--- src/rtl/mem_ctrl_resp_if.sv ---
// rtl/mem_ctrl_resp_if.sv - request, response and RAM bus bundle for mem_ctrl_resp
interface mem_ctrl_resp_if #(
  parameter int ADDR_W = 32
);
  logic [1:0]        memctl_op;
  logic [1:0]        memctl_len;
  logic [ADDR_W-1:0] memctl_addr;
  logic [31:0]       memctl_data;
  logic              memctl_fin;
  logic [31:0]       memctl_out;
  logic              if_req;
  logic [ADDR_W-1:0] if_addr;
  logic              if_fin;
  logic [31:0]       if_out;
  logic [ADDR_W-1:0] mem_a;
  logic [7:0]        mem_dout;
  logic              mem_wr;
  logic [7:0]        mem_din;

  modport slave (
    input  memctl_op, memctl_len, memctl_addr, memctl_data, if_req, if_addr, mem_din,
    output memctl_fin, memctl_out, if_fin, if_out, mem_a, mem_dout, mem_wr
  );

  modport master (
    output memctl_op, memctl_len, memctl_addr, memctl_data, if_req, if_addr, mem_din,
    input  memctl_fin, memctl_out, if_fin, if_out, mem_a, mem_dout, mem_wr
  );
endinterface

--- src/rtl/mem_ctrl_resp.sv ---
// rtl/mem_ctrl_resp.sv - byte-serial RAM controller serving the MEM data port and the IF fetch port
module mem_ctrl_resp #(
  parameter int ADDR_W = 32
) (
  input  logic           clk_in,
  input  logic           rst_n_in,
  input  logic           rdy_in,
  mem_ctrl_resp_if.slave bus
);
  typedef enum logic [1:0] {
    IDLE  = 2'd0,
    READ  = 2'd1,
    WRITE = 2'd2,
    DONE  = 2'd3
  } state_t;

  localparam logic [1:0] OP_LOAD = 2'b01;
  localparam logic [1:0] OP_SAVE = 2'b10;

  state_t            r_state;
  logic              r_port_if;
  logic [ADDR_W-1:0] r_addr;
  logic [31:0]       r_wdata;
  logic [31:0]       r_rbuf;
  logic [2:0]        r_len_n;
  logic [2:0]        r_issue_k;
  logic [2:0]        r_cap_k;
  logic              r_issued;
  logic              r_memctl_fin;
  logic              r_if_fin;
  logic [31:0]       r_memctl_out;
  logic [31:0]       r_if_out;
  logic [ADDR_W-1:0] r_mem_a;
  logic [7:0]        r_mem_dout;
  logic              r_mem_wr;

  logic              w_data_req;
  logic              w_data_save;
  logic [2:0]        w_req_n;
  logic [ADDR_W-1:0] w_req_addr;
  logic [ADDR_W-1:0] w_issue_addr;
  logic [7:0]        w_wr_byte;
  logic [31:0]       w_cap_word;

  assign w_data_req  = (bus.memctl_op == OP_LOAD) || (bus.memctl_op == OP_SAVE);
  assign w_data_save = (bus.memctl_op == OP_SAVE);
  assign w_req_addr  = w_data_req ? bus.memctl_addr : bus.if_addr;

  always_comb begin
    w_req_n = 3'd4;
    case (bus.memctl_len)
      2'b00:   w_req_n = 3'd1;
      2'b01:   w_req_n = 3'd2;
      default: w_req_n = 3'd4;
    endcase
  end

  assign w_issue_addr = r_addr + ADDR_W'(r_issue_k);
  assign w_wr_byte    = 8'(r_wdata >> {r_issue_k[1:0], 3'b000});
  assign w_cap_word   = {24'd0, bus.mem_din} << {r_cap_k[1:0], 3'b000};

  // r_issued marks "an address went out on the previous edge"; its capture ignores rdy_in
  // so a pause right after an issue neither drops nor repeats that byte.
  always_ff @(posedge clk_in or negedge rst_n_in) begin
    if (!rst_n_in) begin
      r_state      <= IDLE;
      r_port_if    <= 1'b0;
      r_addr       <= '0;
      r_wdata      <= '0;
      r_rbuf       <= '0;
      r_len_n      <= '0;
      r_issue_k    <= '0;
      r_cap_k      <= '0;
      r_issued     <= 1'b0;
      r_memctl_fin <= 1'b0;
      r_if_fin     <= 1'b0;
      r_memctl_out <= '0;
      r_if_out     <= '0;
      r_mem_a      <= '0;
      r_mem_dout   <= '0;
      r_mem_wr     <= 1'b0;
    end else begin
      r_memctl_fin <= 1'b0;
      r_if_fin     <= 1'b0;
      case (r_state)
        IDLE: begin
          if (rdy_in && (w_data_req || bus.if_req)) begin
            r_port_if <= !w_data_req;
            r_addr    <= w_req_addr;
            r_wdata   <= bus.memctl_data;
            r_len_n   <= w_data_req ? w_req_n : 3'd4;
            r_issue_k <= 3'd1;
            r_cap_k   <= 3'd0;
            r_rbuf    <= '0;
            r_mem_a   <= w_req_addr;
            if (w_data_save) begin
              r_mem_dout <= bus.memctl_data[7:0];
              r_mem_wr   <= 1'b1;
              r_state    <= WRITE;
            end else begin
              r_issued <= 1'b1;
              r_state  <= READ;
            end
          end
        end
        READ: begin
          if (r_issued) begin
            r_rbuf  <= r_rbuf | w_cap_word;
            r_cap_k <= r_cap_k + 3'd1;
          end
          r_issued <= 1'b0;
          if (rdy_in) begin
            if (r_issue_k != r_len_n) begin
              r_mem_a   <= w_issue_addr;
              r_issued  <= 1'b1;
              r_issue_k <= r_issue_k + 3'd1;
            end else if (!r_issued && (r_cap_k == r_len_n)) begin
              r_state <= DONE;
              if (r_port_if) begin
                r_if_fin <= 1'b1;
                r_if_out <= r_rbuf;
              end else begin
                r_memctl_fin <= 1'b1;
                r_memctl_out <= r_rbuf;
              end
            end
          end
        end
        WRITE: begin
          if (rdy_in) begin
            if (r_issue_k != r_len_n) begin
              r_mem_a    <= w_issue_addr;
              r_mem_dout <= w_wr_byte;
              r_issue_k  <= r_issue_k + 3'd1;
            end else begin
              r_mem_wr     <= 1'b0;
              r_state      <= DONE;
              r_memctl_fin <= 1'b1;
              r_memctl_out <= '0;
            end
          end
        end
        DONE: begin
          if (rdy_in) r_state <= IDLE;
        end
        default: r_state <= IDLE;
      endcase
    end
  end

  assign bus.memctl_fin = r_memctl_fin;
  assign bus.memctl_out = r_memctl_out;
  assign bus.if_fin     = r_if_fin;
  assign bus.if_out     = r_if_out;
  assign bus.mem_a      = r_mem_a;
  assign bus.mem_dout   = r_mem_dout;
  assign bus.mem_wr     = r_mem_wr & rdy_in;
endmodule
--- src/flat_wrapper.sv ---
// flat-port wrapper written by rule: the top's interface ports become plain ports
module mem_ctrl_resp_flat 
#(
  parameter int ADDR_W = 32
)
  (clk_in, rst_n_in, rdy_in, bus_memctl_op, bus_memctl_len, bus_memctl_addr, bus_memctl_data, bus_if_req, bus_if_addr, bus_mem_din, bus_memctl_fin, bus_memctl_out, bus_if_fin, bus_if_out, bus_mem_a, bus_mem_dout, bus_mem_wr);
  mem_ctrl_resp_if #(.ADDR_W(ADDR_W)) bus_i ();
  input  logic clk_in;
  input  logic rst_n_in;
  input  logic rdy_in;
  input wire logic [$bits(bus_i.memctl_op)-1:0] bus_memctl_op;
  input wire logic [$bits(bus_i.memctl_len)-1:0] bus_memctl_len;
  input wire logic [$bits(bus_i.memctl_addr)-1:0] bus_memctl_addr;
  input wire logic [$bits(bus_i.memctl_data)-1:0] bus_memctl_data;
  input wire logic [$bits(bus_i.if_req)-1:0] bus_if_req;
  input wire logic [$bits(bus_i.if_addr)-1:0] bus_if_addr;
  input wire logic [$bits(bus_i.mem_din)-1:0] bus_mem_din;
  output wire logic [$bits(bus_i.memctl_fin)-1:0] bus_memctl_fin;
  output wire logic [$bits(bus_i.memctl_out)-1:0] bus_memctl_out;
  output wire logic [$bits(bus_i.if_fin)-1:0] bus_if_fin;
  output wire logic [$bits(bus_i.if_out)-1:0] bus_if_out;
  output wire logic [$bits(bus_i.mem_a)-1:0] bus_mem_a;
  output wire logic [$bits(bus_i.mem_dout)-1:0] bus_mem_dout;
  output wire logic [$bits(bus_i.mem_wr)-1:0] bus_mem_wr;
  assign bus_i.memctl_op = bus_memctl_op;
  assign bus_i.memctl_len = bus_memctl_len;
  assign bus_i.memctl_addr = bus_memctl_addr;
  assign bus_i.memctl_data = bus_memctl_data;
  assign bus_i.if_req = bus_if_req;
  assign bus_i.if_addr = bus_if_addr;
  assign bus_i.mem_din = bus_mem_din;
  assign bus_memctl_fin = bus_i.memctl_fin;
  assign bus_memctl_out = bus_i.memctl_out;
  assign bus_if_fin = bus_i.if_fin;
  assign bus_if_out = bus_i.if_out;
  assign bus_mem_a = bus_i.mem_a;
  assign bus_mem_dout = bus_i.mem_dout;
  assign bus_mem_wr = bus_i.mem_wr;
  mem_ctrl_resp #(.ADDR_W(ADDR_W)) u_core (.clk_in(clk_in), .rst_n_in(rst_n_in), .rdy_in(rdy_in), .bus(bus_i));
endmodule
--- config.mk ---
export PLATFORM = sky130hd
export DESIGN_NAME = mem_ctrl_resp_flat
export DESIGN_NICKNAME = d
export VERILOG_FILES = /design/src/rtl/mem_ctrl_resp_if.sv /design/src/rtl/mem_ctrl_resp.sv /design/src/flat_wrapper.sv
export SDC_FILE = /design/constraint.sdc
export NUM_CORES = 1
export LEC_CHECK = 0
export CAP_MARGIN = 10
export CORE_AREA = 2 2 172 174
export CTS_CLUSTER_DIAMETER = 40
export DETAILED_ROUTE_END_ITERATION = 8
export DIE_AREA = 0 0 174 176
export SYNTH_ARGS = -nofsm -noshare
export SYNTH_HDL_FRONTEND = slang
export SYNTH_SLANG_ARGS = --single-unit
--- constraint.sdc ---
create_clock -name clk_in -period 2.1 [get_ports clk_in]
set_input_delay 0.63 -clock clk_in [delete_from_list [all_inputs] [get_ports clk_in]]
set_output_delay 0.63 -clock clk_in [all_outputs]
set_load 0.01 [all_outputs]
Word-level counts from Yosys, hierarchy flattened --
Cells that the tools add are included.
Word-level totals: register bits 216, bits of input ports 112, output and inout bits 107, logic and storage cells 128
Operators by class: add/sub/neg operators 3, equal/unequal tests 22, shift-type cells 2, mux-type cells 60, bitwise logic cells 3, reductions and logical operators 22
Operators with widths (number):
- 32-bit 2-to-1 mux | 12
- 32-bit case mux with 2 select lines | 3
- 32-bit by 3-bit adder with 32-bit output | 1
- 8-bit 2-to-1 mux | 4
- 32-bit OR | 1
- 8-bit by 5-bit left shift with 32-bit output | 1
- 32-bit by 5-bit >> shifter with 8-bit output | 1
- 1-bit 2-to-1 mux | 19
- 3-bit 2-to-1 mux | 6
- 3-bit case mux with 2 select lines | 3
- 2-bit 2-to-1 mux | 8
- 8-bit case mux with 2 select lines | 1
- 5-bit AND reduction | 3
- 2-bit by 1-bit inequality test with 1-bit output (second input constant) | 7
- 2-bit inequality test (second input constant) | 7
- 7-bit AND reduction | 2
- 2-bit case mux with 4 select lines | 1
- 2-bit nonzero test | 4
- 3-bit by 1-bit adder with 3-bit output (second input constant) | 2
- 2-bit by 1-bit == test with 1-bit output (second input constant) | 3
- 2-bit == test (second input constant) | 3
- 1-bit case mux with 2 select lines | 3
- 3-bit AND reduction | 2
- 2-bit zero test | 2
- other kinds (10) | 13

Depth between registers and ports, before layout --
Gate-level depths: netlist of the first run.
depth after elaboration 6, mapped depth 9, mapped depth without buffers 7

Least setup slack after synthesis of the first run --
Ideal clock, no wire load.
kind input to register, from input bus_memctl_op[0], to register u_core.r_wdata[10], setup time 125 ps, arrival time 2184 ps, required time 1975 ps, setup slack -209 ps, stages 8, buffers on the path 3, path through inv_1 ha_1 buf_6 nand2b_1 nand3_1 clkbuf_1 buf_2 mux2_2
On the way: cells in the longest elaborated chain, start to end 5, elaborated cells on any way between the ends 6, classes of those cells 2 x eq/ne; 4 x reduce/logical
RTL lines:
- from (decl) | line flat_wrapper.sv:11 | input wire logic [$bits(bus_i.memctl_op)-1:0] bus_memctl_op;
- 2-bit by 1-bit == test with 1-bit output / 2-bit == test (equally long branches) | line mem_ctrl_resp.sv:45 | assign w_data_req = (bus.memctl_op == OP_LOAD) || (bus.memctl_op == OP_SAVE);
- 1-bit logical OR (*) | line mem_ctrl_resp.sv:45
- 1-bit logical OR (*) | line mem_ctrl_resp.sv:87 | if (rdy_in && (w_data_req || bus.if_req)) begin
- 1-bit logical AND (*) | line mem_ctrl_resp.sv:87
- 2-bit AND reduction (no source line) (*)
- to (signal assigned) | line mem_ctrl_resp.sv:90 | r_wdata <= bus.memctl_data;
- to (decl) | line mem_ctrl_resp.sv:23 | logic [31:0] r_wdata;
Every way passes the cells marked *; elsewhere a longest branch is shown, timed or not. A chain may end at the register's enable or synchronous reset.

Final worst setup path of the first run --
from register u_core.r_addr[2], to register u_core.r_mem_a[15], in the netlist u_core.bus.mem_a[15]
On the way: cells in the longest elaborated chain, start to end 4
RTL lines:
- from (decl) | line mem_ctrl_resp.sv:22 | logic [ADDR_W-1:0] r_addr;
- from (signal assigned) | line mem_ctrl_resp.sv:89 | r_addr <= w_req_addr;
- 32-bit by 3-bit adder with 32-bit output | line mem_ctrl_resp.sv:58 | assign w_issue_addr = r_addr + ADDR_W'(r_issue_k);
- 32-bit 2-to-1 mux | line mem_ctrl_resp.sv:113, mem_ctrl_resp.sv:131
- 32-bit 2-to-1 mux | line mem_ctrl_resp.sv:112 | if (rdy_in) begin
- 32-bit case mux with 2 select lines | line mem_ctrl_resp.sv:85 | case (r_state)
- to (signal assigned) | line mem_ctrl_resp.sv:95 | r_mem_a <= w_req_addr;
- to (signal assigned) | line mem_ctrl_resp.sv:114 | r_mem_a <= w_issue_addr;
- to (signal assigned) | line mem_ctrl_resp.sv:132 | r_mem_a <= w_issue_addr;
- to (decl) | line mem_ctrl_resp.sv:33 | logic [ADDR_W-1:0] r_mem_a;
Every way passes these cells. The select of a mux whose other input is x is not followed.

==> summary.md, run 1 <==
| Metric | Value |
|---|---|
| Buffers on Ports | `218` |
| Commonest cells after routing, fill and taps aside | `215 x dfrtp_1, 202 x clkdlybuf4s50_1, 89 x nand2_1, 87 x buf_4, 74 x mux2_2` |
| Switch share | `33.3%` |
| First-pass GRT wire length | `43600 µm` |
| Post-synth net total | `970` |
| Synth Area in XOR/XNOR | `2.83%` |
| DIE HEIGHT | `176 µm` |
| Synth warn | `0` |
| Total CTS buffers | `37` |
| RSZ-0062 raised after global routing | `true` |
| R2r endpoint | `u_core.bus.mem_a[15]$_DFFE_PN0P_` |
| Synth Instances | `846` |
| Worst-path clk slew | `0.05 ns` |
| Synth Area in Compound Gates | `12.1%` |
| Startpoint types | `flop` |
| Simple-Gate Fraction of Synth Area | `10.8%` |
| Final setup viols | `0` |
| Combinational fraction of design power | `37.8%` |
| Area Overhead vs Synth | `50.8%` |
| Drt wl/cell | `17.7 µm` |
| Fillers | `2539` |
| Clk_lat worst skew | `0.50 ns` |
| Sequential-to-total area share from yosys stat | `54.6%` |
| Initial antenna violation count | `0` |
| Lkg Pwr | `0.00685 µW` |
| Slowest CP cell | `a2111oi_4` |
| Synthesized flop and latch total | `216` |
| Core area | `0.0285 mm²` |
| Avg Vias per Cell | `4.98` |
| Crit path max fanout | `4` |
| Clock share of power | `30.2%` |
| Min cycle time layout | `2.09 ns` |
| Post-synth top flop | `dfrtp_1` |
| Largest net degree at the start of global routing | `65` |
| Status | `finished, final reports clean` |
| Synthesized area | `0.00989 mm²` |
| Peak supply drop | `0.000675 V` |
| Post-synthesis mux area share | `15.0%` |
| Routed WL | `27900 µm` |
| Slowest Stage Delay on Critical Path | `0.43 ns` |
| Hold/Removal Path Class | `flop to flop` |
| Final Instance Area | `0.0149 mm²` |
| Share of layout cells above drive strength 1 | `25.9%` |
| Critical Path Sink Type | `flop` |
| Setup_tns | `0 ns` |
| CP Class | `flop to flop` |
| Commonest non-fill, non-tap cell in the layout | `dfrtp_1` |
| Clock root buffer | `clkbuf_16` |
| CTS tree | `built` |
| Vias in the first global route | `7828` |
| P_int | `14300 µW` |
| Relative slew slack | `71.2%` |
| Hold_sp | `u_core.bus.mem_a[20]$_DFFE_PN0P_` |
| GPL Wtd Cong | `0.780` |
| FMAX | `479 MHz` |
| Vias | `7827` |
| Library cells used by synthesis | `67` |
| Drt pass-1 iters | `4` |
| Initial Utilization | `34.6%` |
| Die ar. | `0.0306 mm²` |
| Die W | `174 µm` |
| Req. time, crit path | `2.48 ns` |
| CTS H-tree lvls | `2` |
| Crit path DAT | `2.47 ns` |
| Top Ports | `219` |
| CP cell instances | `ha_4 > a21oi_2 > buf_6 > a2111oi_4 > nand3_2 > xnor2_2 > a221o_1` |
| Clock sink count | `216` |
| Sequential power share | `32.0%` |
| Total power | `21400 µW` |
| Max-Cap Viols | `0` |
| Final Skew | `0.0129 ns` |
| Syn Area/Cell | `11.7 µm²` |
| FF-to-FF Start | `u_core.r_addr[2]$_DFFE_PN0P_` |
| CTS Buffer Depth | `3` |
| DRT iter0 DRCs | `575` |
| Share of async-settable or async-resettable flops after synthesis | `100%` |
| Placed inst area | `0.0133 mm²` |
| Row count | `62` |
| Worst slew pin tran | `0.431 ns` |
| Final Util | `52.2%` |
| Hpwl dp | `19600 µm` |
| Psw | `7110 µW` |
| Adder-cell share of the synthesized area | `1.59%` |
| Hold endpoint | `u_core.bus.mem_a[20]$_DFFE_PN0P_` |
| Hold path depth | `2` |
| ANT cells | `0` |
| Worst Hold Slack | `0.481 ns` |
| ANT nets after route | `0` |
| Fin. max-slew vios | `0` |
| Gr ovfl total | `0` |
| EDFF count, synth | `0` |
| DRC violations left | `0` |
| Gr usage total | `17.9%` |
| R2R Setup Slk | `0.01 ns` |
| Final nets | `1286` |
| Pwr Density | `1430 mW/mm²` |
| Final period util | `99.5%` |
| Hold Fails Final Rpt | `0` |
| Largest family of logic cells by synthesized area | `multiplexers` |
| R2R cell count | `7` |
==> stage by stage <==
step | instances | setup WS, ns
after global placement | 1495 | -0.640
after CTS | 1566 | -0.0295
final | 1573 | 0.0113
after global routing | 1573 | -0.0667
after detailed placement | 1495 | -0.623
after floorplan | 846 | -0.0500
==> layer usage <==
metal / up-vias / wire, µm / track usage, %
met5: - / 0 / 0
met4: 0 / 392 / 4.41
met2: 239 / 13100 / 28.4
met3: 29 / 1720 / 3.94
met1: 3860 / 12700 / 24.9
li1: 3699 / - / -
==> worst max path at each step <==
stage	startpoint	to	slack (ns)	cells after the start
floorplan	bus_memctl_op[1]	u_core.bus.mem_a[25]$_DFFE_PN0P_	-0.05	7
global placement	bus_memctl_op[0]	u_core.bus.mem_a[7]$_DFFE_PN0P_	-0.64	9
detailed placement	bus_memctl_op[0]	u_core.bus.mem_a[7]$_DFFE_PN0P_	-0.62	9
CTS	u_core.r_issue_k[0]$_DFFE_PN0P_	u_core.bus.mem_a[16]$_DFFE_PN0P_	-0.03	9
global route	u_core.r_addr[2]$_DFFE_PN0P_	u_core.bus.mem_a[15]$_DFFE_PN0P_	-0.07	7
finish	u_core.r_addr[2]$_DFFE_PN0P_	u_core.bus.mem_a[15]$_DFFE_PN0P_	0.01	7
==> cells in the mapped netlist (7+ instances only) <==
| library cell | instances | area [µm²] |
|---|---|---|
| nand3_1 | 20 | 100 |
| o21ai_0 | 56 | 280 |
| o211ai_1 | 7 | 52.6 |
| inv_1 | 8 | 30.0 |
| xnor2_1 | 13 | 114 |
| a22o_1 | 33 | 289 |
| mux2i_1 | 33 | 330 |
| nor2_1 | 59 | 221 |
| ha_1 | 11 | 138 |
| xor2_1 | 19 | 166 |
| nand2_1 | 89 | 334 |
| buf_2 | 20 | 100 |
| clkbuf_1 | 18 | 67.6 |
| nand4_1 | 8 | 50.1 |
| dfrtp_1 | 216 | 5410 |
| a221o_1 | 9 | 90.1 |
| mux2_2 | 82 | 923 |
| a21oi_1 | 49 | 245 |
| mux4_2 | 8 | 180 |
| and3_1 | 8 | 50.1 |
==> sequential cells by signal (all words and copies together), names as in the netlist, 2 cells and up <==
register               cells
u_core.r_cap_k             3
u_core.bus.mem_dout        8
u_core.r_state             2
u_core.bus.mem_a          32
u_core.bus.memctl_out     32
u_core.r_wdata            32
u_core.bus.if_out         32
u_core.r_rbuf             32
u_core.r_issue_k           3
u_core.r_len_n             3
u_core.r_addr             32
==> critical path, delay by kind of cell (launching register included) <==
kind | cells | cell delay (ns)
adders and majority gates | 1 | 0.30
AOI/OAI and AO/OA | 3 | 0.79
DFF | 1 | 0.41
xor gates and xnor gates | 1 | 0.18
buffers and inverters | 1 | 0.12
and+or+nand+nor | 1 | 0.16
==> what timing repair did <==
action,CTS,global route
buffers inserted,4,5
pin swaps,5,15
resized for setup,21,25
endpoints found under the setup margin,104,105
gates cloned,0,2
hold buffers,1,0
endpoints found under the hold margin,6,0
==> logic make-up (layout without fill, tap and decap cells) <==
logic type / after synthesis / count (layout)
simple gates: 220 / 220
mux: 127 / 127
compound gates: 181 / 181
flops: 216 / 216
fa+ha+maj: 12 / 12
buf+inv: 58 / 401
xor+xnor: 32 / 32
==> final cells by class <==
type	count	area, µm²	share of cell area (%)
Sequential cell	216	5410	36.3
Multi-Input combinational cell	572	4390	29.4
Timing Repair Buffer	327	3260	21.9
Clock buffer	43	1000	6.71
Tap cell	384	480	3.22
Clock inverter	23	338	2.27
Inverter	8	35.0	0.235
==> power groups by stage <==
stage / logic [µW] / registers [µW] / clock network (µW)
after floorplan: 4290 / 6830 / 0
after global placement: 7700 / 6840 / 0
after detailed placement: 7810 / 6850 / 0
after CTS: 8000 / 6830 / 6550
after global routing: 8870 / 7030 / 6760
final: 8080 / 6850 / 6450
Power figures use the tool's default switching activity.
==> inputs of run 2 (changes only) <==
- CORE_AREA: 2 2 172 174 -> 2 2 152 154
- DIE_AREA: 0 0 174 176 -> 0 0 154 156
- PLACE_DENSITY: unset -> 0.74
==> summary.md, run 2 (synthesis results as in run 1) <==
| Metric | Value |
|---|---|
| R2R Setup Slk | `0.02 ns (was 0.01 ns)` |
| Worst-path clk slew | `0.05 ns (about the same)` |
| R2R cell count | `7 (unchanged)` |
| Final nets | `1269 (was 1286)` |
| CTS H-tree lvls | `1 (was 2)` |
| Req. time, crit path | `2.51 ns (was 2.48 ns)` |
| Fin. max-slew vios | `0 (unchanged)` |
| Non-Filler Instances | `1453 (was 1573)` |
| Clock sink count | `216 (unchanged)` |
| Initial Utilization | `44.2% (was 34.6%)` |
| Status | `finished, final reports clean (unchanged)` |
| Final setup viols | `0 (unchanged)` |
| Fillers | `1719 (was 2539)` |
| ANT nets after route | `0 (unchanged)` |
| Final Skew | `0.0111 ns (was 0.0129 ns)` |
| CTS tree | `built (unchanged)` |
| Clock root buffer | `clkbuf_16 (unchanged)` |
| First-pass GRT wire length | `40800 µm (was 43600 µm)` |
| Die ar. | `0.0240 mm² (was 0.0306 mm²)` |
| Hold Fails Final Rpt | `0 (unchanged)` |
| R2r endpoint | `u_core.bus.mem_a[20]$_DFFE_PN0P_ (was u_core.bus.mem_a[15]$_DFFE_PN0P_)` |
| Share of layout cells above drive strength 1 | `25.0% (was 25.9%)` |
| Final Util | `65.1% (was 52.2%)` |
| Row count | `55 (was 62)` |
| Worst slew pin tran | `0.545 ns (was 0.431 ns)` |
| Drt pass-1 iters | `5 (was 4)` |
| Lkg Pwr | `0.00734 µW (was 0.00685 µW)` |
| CTS Buffer Depth | `3 (unchanged)` |
| ANT cells | `0 (unchanged)` |
| Max-Cap Viols | `0 (unchanged)` |
| Clk_lat worst skew | `0.54 ns (was 0.50 ns)` |
| Commonest non-fill, non-tap cell in the layout | `dfrtp_1 (unchanged)` |
| CP Class | `flop to flop (unchanged)` |
| Vias | `7906 (was 7827)` |
| DRT iter0 DRCs | `320 (was 575)` |
| Peak supply drop | `0.000791 V (was 0.000675 V)` |
| Top Ports | `219 (unchanged)` |
| Pwr Density | `1390 mW/mm² (was 1430 mW/mm²)` |
| Worst Setup EP | `u_core.bus.mem_a[20]$_DFFE_PN0P_ (was u_core.bus.mem_a[15]$_DFFE_PN0P_)` |
| Buffers on Ports | `218 (unchanged)` |
| Initial antenna violation count | `0 (unchanged)` |
| Final period util | `99.0% (was 99.5%)` |
| Critical Path Sink Type | `flop (unchanged)` |
| Crit path max fanout | `3 (was 4)` |
| Vias in the first global route | `7679 (was 7828)` |
| Hold/Removal Path Class | `flop to flop (unchanged)` |
| GPL Wtd Cong | `0.833 (was 0.780)` |
| Drt wl/cell | `18.1 µm (was 17.7 µm)` |
| Routed WL | `26300 µm (was 27900 µm)` |
| Setup crit start | `u_core.r_issue_k[0]$_DFFE_PN0P_ (was u_core.r_addr[2]$_DFFE_PN0P_)` |
| DIE HEIGHT | `156 µm (was 176 µm)` |
| Min cycle time layout | `2.08 ns (was 2.09 ns)` |
| Commonest cells after routing, fill and taps aside | `214 x dfrtp_1, 137 x clkdlybuf4s50_1, 89 x nand2_1, 74 x mux2_2, 74 x buf_4 (was 215 x dfrtp_1, 202 x clkdlybuf4s50_1, 89 x nand2_1, 87 x buf_4, 74 x mux2_2)` |
| FMAX | `481 MHz (was 479 MHz)` |
| Avg Vias per Cell | `5.44 (was 4.98)` |
| Startpoint types | `flop (unchanged)` |
| Gr usage total | `21.0% (was 17.9%)` |
| Die W | `154 µm (was 174 µm)` |
| Gr ovfl total | `0 (unchanged)` |
| Hpwl dp | `18500 µm (was 19600 µm)` |
| Hold path depth | `1 (was 2)` |
| Largest net degree at the start of global routing | `63 (was 65)` |
| Core area | `0.0224 mm² (was 0.0285 mm²)` |
| FF-to-FF Start | `u_core.r_issue_k[0]$_DFFE_PN0P_ (was u_core.r_addr[2]$_DFFE_PN0P_)` |
| DRC violations left | `0 (unchanged)` |
| Worst Hold Slack | `0.480 ns (was 0.481 ns)` |
| Total CTS buffers | `31 (was 37)` |
| Relative slew slack | `63.5% (was 71.2%)` |
| Area Overhead vs Synth | `47.2% (was 50.8%)` |
| Cell total after placement | `1385 (was 1495)` |
| Crit path DAT | `2.49 ns (was 2.47 ns)` |
run 2: cell count changes in the layout (fill, tap and decap cells not counted), moves of 3 or more:
cell	delta
buf_4	-13
bufinv_16	-3
clkbuf_16	-8
clkdlybuf4s50_1	-65
clkinv_4	-3
clkinvlp_4	+5
dlygate4sd2_1	+32
dlymetal6s2s_1	+33
ha_4	+3
run 2: critical path, stage by stage (launching register included):
cell and delay (ns):
dfrtp_2 0.44, ha_4 0.18, fa_2 0.42, a21oi_4 0.19, buf_4 0.15, nor2_1 0.06
a311oi_1 0.40, o31ai_1 0.12
run 2: metrics by stage:
step	total power (µW)	area (µm²)	setup slack, ns	TNS, ns
CTS	20100	14200	0.000200	0
floorplan	11100	10000	-0.0500	-0.370
finish	20200	14600	0.0204	0
global placement	14400	13100	-0.567	-73.00
global route	21500	14600	-0.0253	-0.118
detailed placement	14700	13100	-0.589	-75.81
run 2: timing repair:
| action | CTS | global route |
|---|---|---|
| hold endpoints to repair | 30 | 0 |
| endpoints found under the setup margin | 68 | 157 |
| hold buffers | 1 | 0 |
| pin swaps | 12 | 14 |
| gates cloned | 0 | 2 |
| setup buffers | 4 | 6 |
| resized for setup | 53 | 68 |
run 2: metal layers:
metal  vias to the layer above  GRT usage [%]  part of all wire, %  wire (µm)
met4                         0           5.38                  1.8        474
met5                         -              0                    0          0
met1                      3910           29.2                   44      11500
met2                       297           34.0                   47      12500
li1                       3660              -                    -          -
met3                        39           4.06                  7.1       1860
run 2: worst min path at each step:
stage	from	endpoint	slack (ns)
after floorplan	rst_n_in	u_core.bus.if_fin$_DFF_PN0_	0.33
after global placement	u_core.bus.mem_a[6]$_DFFE_PN0P_	u_core.bus.mem_a[6]$_DFFE_PN0P_	0.46
final	u_core.bus.if_out[17]$_DFFE_PN0P_	u_core.bus.if_out[17]$_DFFE_PN0P_	0.48
after detailed placement	u_core.bus.if_out[17]$_DFFE_PN0P_	u_core.bus.if_out[17]$_DFFE_PN0P_	0.48
after CTS	u_core.bus.if_out[17]$_DFFE_PN0P_	u_core.bus.if_out[17]$_DFFE_PN0P_	0.49
after global routing	u_core.bus.if_out[12]$_DFFE_PN0P_	u_core.bus.if_out[12]$_DFFE_PN0P_	0.51
run 2: cell type report:
class                      count  area [µm²]  area share [%]
clock inverter                20         249            1.71
inverter                       8        35.0           0.241
timing repair buffer         316        3240            22.2
multi-input combinational    572        4450            30.6
tap                          285         357            2.45
sequential                   216        5410            37.1
clock buffer                  36         825            5.66
run 2: power by group:
part	internal (µW)	switching [µW]	total [µW]
sequential	5680	1180	6870
combinational	4190	3870	8060
clock	3330	1950	5290
==> inputs of run 3 (changes only) <==
- clock period: 2.1 -> 1.9 ns (I/O delays scaled with it)
==> summary.md, run 3 (synthesis results as in run 1) <==
| Metric | Value |
|---|---|
| Startpoint types | `flop (unchanged)` |
| Lkg Pwr | `0.00717 µW (was 0.00734 µW)` |
| Initial Utilization | `44.2% (unchanged)` |
| Hold Fails Final Rpt | `0 (unchanged)` |
| Commonest cells after routing, fill and taps aside | `212 x dfrtp_1, 108 x dlygate4sd2_1, 107 x clkdlybuf4s50_1, 89 x buf_4, 86 x nand2_1 (was 214 x dfrtp_1, 137 x clkdlybuf4s50_1, 89 x nand2_1, 74 x mux2_2, 74 x buf_4)` |
| Gr ovfl total | `0 (unchanged)` |
| Critical Path Sink Type | `flop (unchanged)` |
| First-pass GRT wire length | `43700 µm (was 40800 µm)` |
| CTS H-tree lvls | `2 (was 1)` |
| Switch share | `34.8% (was 34.7%)` |
| Final period util | `108% (was 99.0%)` |
| Relative slew slack | `65.8% (was 63.5%)` |
| Routed WL | `27500 µm (was 26300 µm)` |
| Worst Setup EP | `u_core.bus.mem_a[16]$_DFFE_PN0P_ (was u_core.bus.mem_a[20]$_DFFE_PN0P_)` |
| Pwr Density | `1590 mW/mm² (was 1390 mW/mm²)` |
| Initial antenna violation count | `0 (unchanged)` |
| Multi-input logic area | `0.00463 mm² (was 0.00445 mm²)` |
| Sequential power share | `31.9% (was 34.0%)` |
| Buffers on Ports | `218 (unchanged)` |
| Min cycle time layout | `2.05 ns (was 2.08 ns)` |
| Fin. max-slew vios | `0 (unchanged)` |
| Gr usage total | `22.8% (was 21.0%)` |
| Final Skew | `0.0147 ns (was 0.0111 ns)` |
| Clock sink count | `216 (unchanged)` |
| Req. time, crit path | `2.30 ns (was 2.51 ns)` |
| Top Ports | `219 (unchanged)` |
| Avg Vias per Cell | `5.45 (was 5.44)` |
| Total power | `23800 µW (was 20200 µW)` |
| ANT cells | `0 (unchanged)` |
| Placed inst area | `0.0133 mm² (was 0.0131 mm²)` |
| DRT iter0 DRCs | `444 (was 320)` |
| CTS tree | `built (unchanged)` |
| Slowest CP cell | `dfrtp_2 (unchanged)` |
| Final setup viols | `76 (was 0)` |
| Combinational fraction of design power | `41.0% (was 39.9%)` |
| Row count | `55 (unchanged)` |
| Die ar. | `0.0240 mm² (unchanged)` |
| Crit path buf inv count | `2 (was 1)` |
| Slowest Stage Delay on Critical Path | `0.44 ns (about the same)` |
| R2r endpoint | `u_core.bus.mem_a[16]$_DFFE_PN0P_ (was u_core.bus.mem_a[20]$_DFFE_PN0P_)` |
| Final worst setup slack | `-0.147 ns (was 0.0204 ns)` |
| FMAX | `489 MHz (was 481 MHz)` |
| Core area | `0.0224 mm² (unchanged)` |
| Setup_tns | `-4.89 ns (was 0 ns)` |
| Fillers | `1677 (was 1719)` |
| Share of layout cells above drive strength 1 | `29.0% (was 25.0%)` |
| RSZ-0062 raised after global routing | `true` |
| Drt wl/cell | `18.5 µm (was 18.1 µm)` |
| Clk_lat worst skew | `0.50 ns (was 0.54 ns)` |
| Psw | `8280 µW (was 7010 µW)` |
| CP cell instances | `ha_4 > fa_2 > a21oi_4 > nor4_4 > buf_6 > buf_6 > a41oi_2 > nor3_2 > o31ai_1 (was ha_4 > fa_2 > a21oi_4 > buf_4 > nor2_1 > a311oi_1 > o31ai_1)` |
| ANT nets after route | `0 (unchanged)` |
| CP Class | `flop to flop (unchanged)` |
| Area Overhead vs Synth | `51.3% (was 47.2%)` |
| Vias | `8086 (was 7906)` |
| Final Instance Area | `0.0150 mm² (was 0.0146 mm²)` |
| Cell family with most CP delay | `compound AO/OA/AOI/OAI gates (unchanged)` |
| Die W | `154 µm (unchanged)` |
| DRC violations left | `0 (unchanged)` |
| FF-to-FF Start | `u_core.r_issue_k[0]$_DFFE_PN0P_ (unchanged)` |
| Seq. cell area | `0.00541 mm² (about the same)` |
| Worst-path clk slew | `0.05 ns (about the same)` |
| Vias in the first global route | `8182 (was 7679)` |
| Clock share of power | `27.1% (was 26.2%)` |
| CP Depth | `9 (was 7)` |
| Commonest non-fill, non-tap cell in the layout | `dfrtp_1 (unchanged)` |
| CP most frequent cell | `buf_6` |
| Max-Cap Viols | `0 (unchanged)` |
| Violated checks | `negative setup slack` |
| Hpwl dp | `19100 µm (was 18500 µm)` |
| Final nets | `1299 (was 1269)` |
| Status | `complete, but fails checks (was finished, final reports clean)` |
| CTS Buffer Depth | `3 (unchanged)` |
| Worst slew pin tran | `0.511 ns (was 0.545 ns)` |
| Hold/Removal Path Class | `flop to flop (unchanged)` |
| R2R cell count | `9 (was 7)` |
| Largest net degree at the start of global routing | `44 (was 63)` |
| Final Util | `66.9% (was 65.1%)` |
| Setup crit start | `u_core.r_issue_k[0]$_DFFE_PN0P_ (unchanged)` |
| Crit path DAT | `2.44 ns (was 2.49 ns)` |
| R2R Setup Slk | `-0.15 ns (was 0.02 ns)` |
| GPL Wtd Cong | `0.906 (was 0.833)` |
| Crit path max fanout | `5 (was 3)` |
| Peak supply drop | `0.000824 V (was 0.000791 V)` |
| DIE HEIGHT | `156 µm (unchanged)` |
| P_int | `15500 µW (was 13200 µW)` |
| Total CTS buffers | `35 (was 31)` |
| Drt pass-1 iters | `5 (unchanged)` |
| Clock root buffer | `clkbuf_16 (unchanged)` |
-- run 3: changes by cell type in the layout (fill, tap and decap cells not counted), sizes merged --
cell and change:
inv +1, dlygate4sd2 +72, dlymetal6s2s -42, clkdlybuf4s50 -30, bufinv -1, buf +28, clkinvlp +2, clkbuf +3
clkinv -2
-- run 3: worst reg2reg max path: stages, from the launching register on --
cell and delay (ns):
dfrtp_2 0.44, ha_4 0.18, fa_2 0.37, a21oi_4 0.21
nor4_4 0.06, buf_6 0.14, buf_6 0.12, a41oi_2 0.17
nor3_2 0.08, o31ai_1 0.18
-- run 3: how the worst min path moves through the flow --
stage / depth (start not counted) / slack, ns / end / start
2_1_floorplan: 0 / 0.27 / u_core.bus.if_fin$_DFF_PN0_ / rst_n_in
3_3_place_gp: 2 / 0.46 / u_core.bus.mem_a[5]$_DFFE_PN0P_ / u_core.bus.mem_a[5]$_DFFE_PN0P_
3_5_place_dp: 2 / 0.47 / u_core.bus.mem_a[8]$_DFFE_PN0P_ / u_core.bus.mem_a[8]$_DFFE_PN0P_
4_1_cts: 2 / 0.48 / u_core.bus.mem_a[20]$_DFFE_PN0P_ / u_core.bus.mem_a[20]$_DFFE_PN0P_
5_1_grt: 1 / 0.50 / u_core.bus.if_out[8]$_DFFE_PN0P_ / u_core.bus.if_out[8]$_DFFE_PN0P_
6_report: 2 / 0.48 / u_core.bus.mem_a[20]$_DFFE_PN0P_ / u_core.bus.mem_a[20]$_DFFE_PN0P_
-- run 3: layout make-up --
cell class	instances	share of cell area, %
Tap cell	285	2.38
Clock inverter	20	1.56
Sequential cell	216	36.2
Clock buffer	41	6.55
Timing Repair Buffer	342	22.1
Multi-Input combinational cell	572	31.0
Inverter	8	0.276
-- run 3: layer usage --
metal	up-vias	GRT usage [%]	part of all wire, %
li1	3718	-	-
met3	45	5.58	7.0
met1	3993	30.6	43
met5	-	0	0
met2	330	37.1	48
met4	0	6.63	2.1
-- run 3: metrics by stage --
step	setup slack [ns]	std cells	hold WS (ns)
after floorplan	-0.183	846	0.274
after global placement	-0.689	1405	0.458
after detailed placement	-0.739	1405	0.466
after CTS	-0.163	1477	0.477
after global routing	-0.217	1484	0.505
final	-0.147	1484	0.475
-- run 3: repair_timing --
action	in CTS	in global routing
hold buffers	1	0
endpoints found under the hold margin	38	0
resized for setup	143	55
pin swaps	33	32
setup endpoints to repair	308	131
buffers inserted	10	7
gates cloned	1	0
-- run 3: power by group through the flow --
stage	combinational, µW	sequential [µW]	clock [µW]
floorplan	4920	7570	0
finish	9760	7600	6450
global placement	8810	7500	0
global route	10600	7790	6780
detailed placement	9030	7560	0
CTS	9110	7540	6570
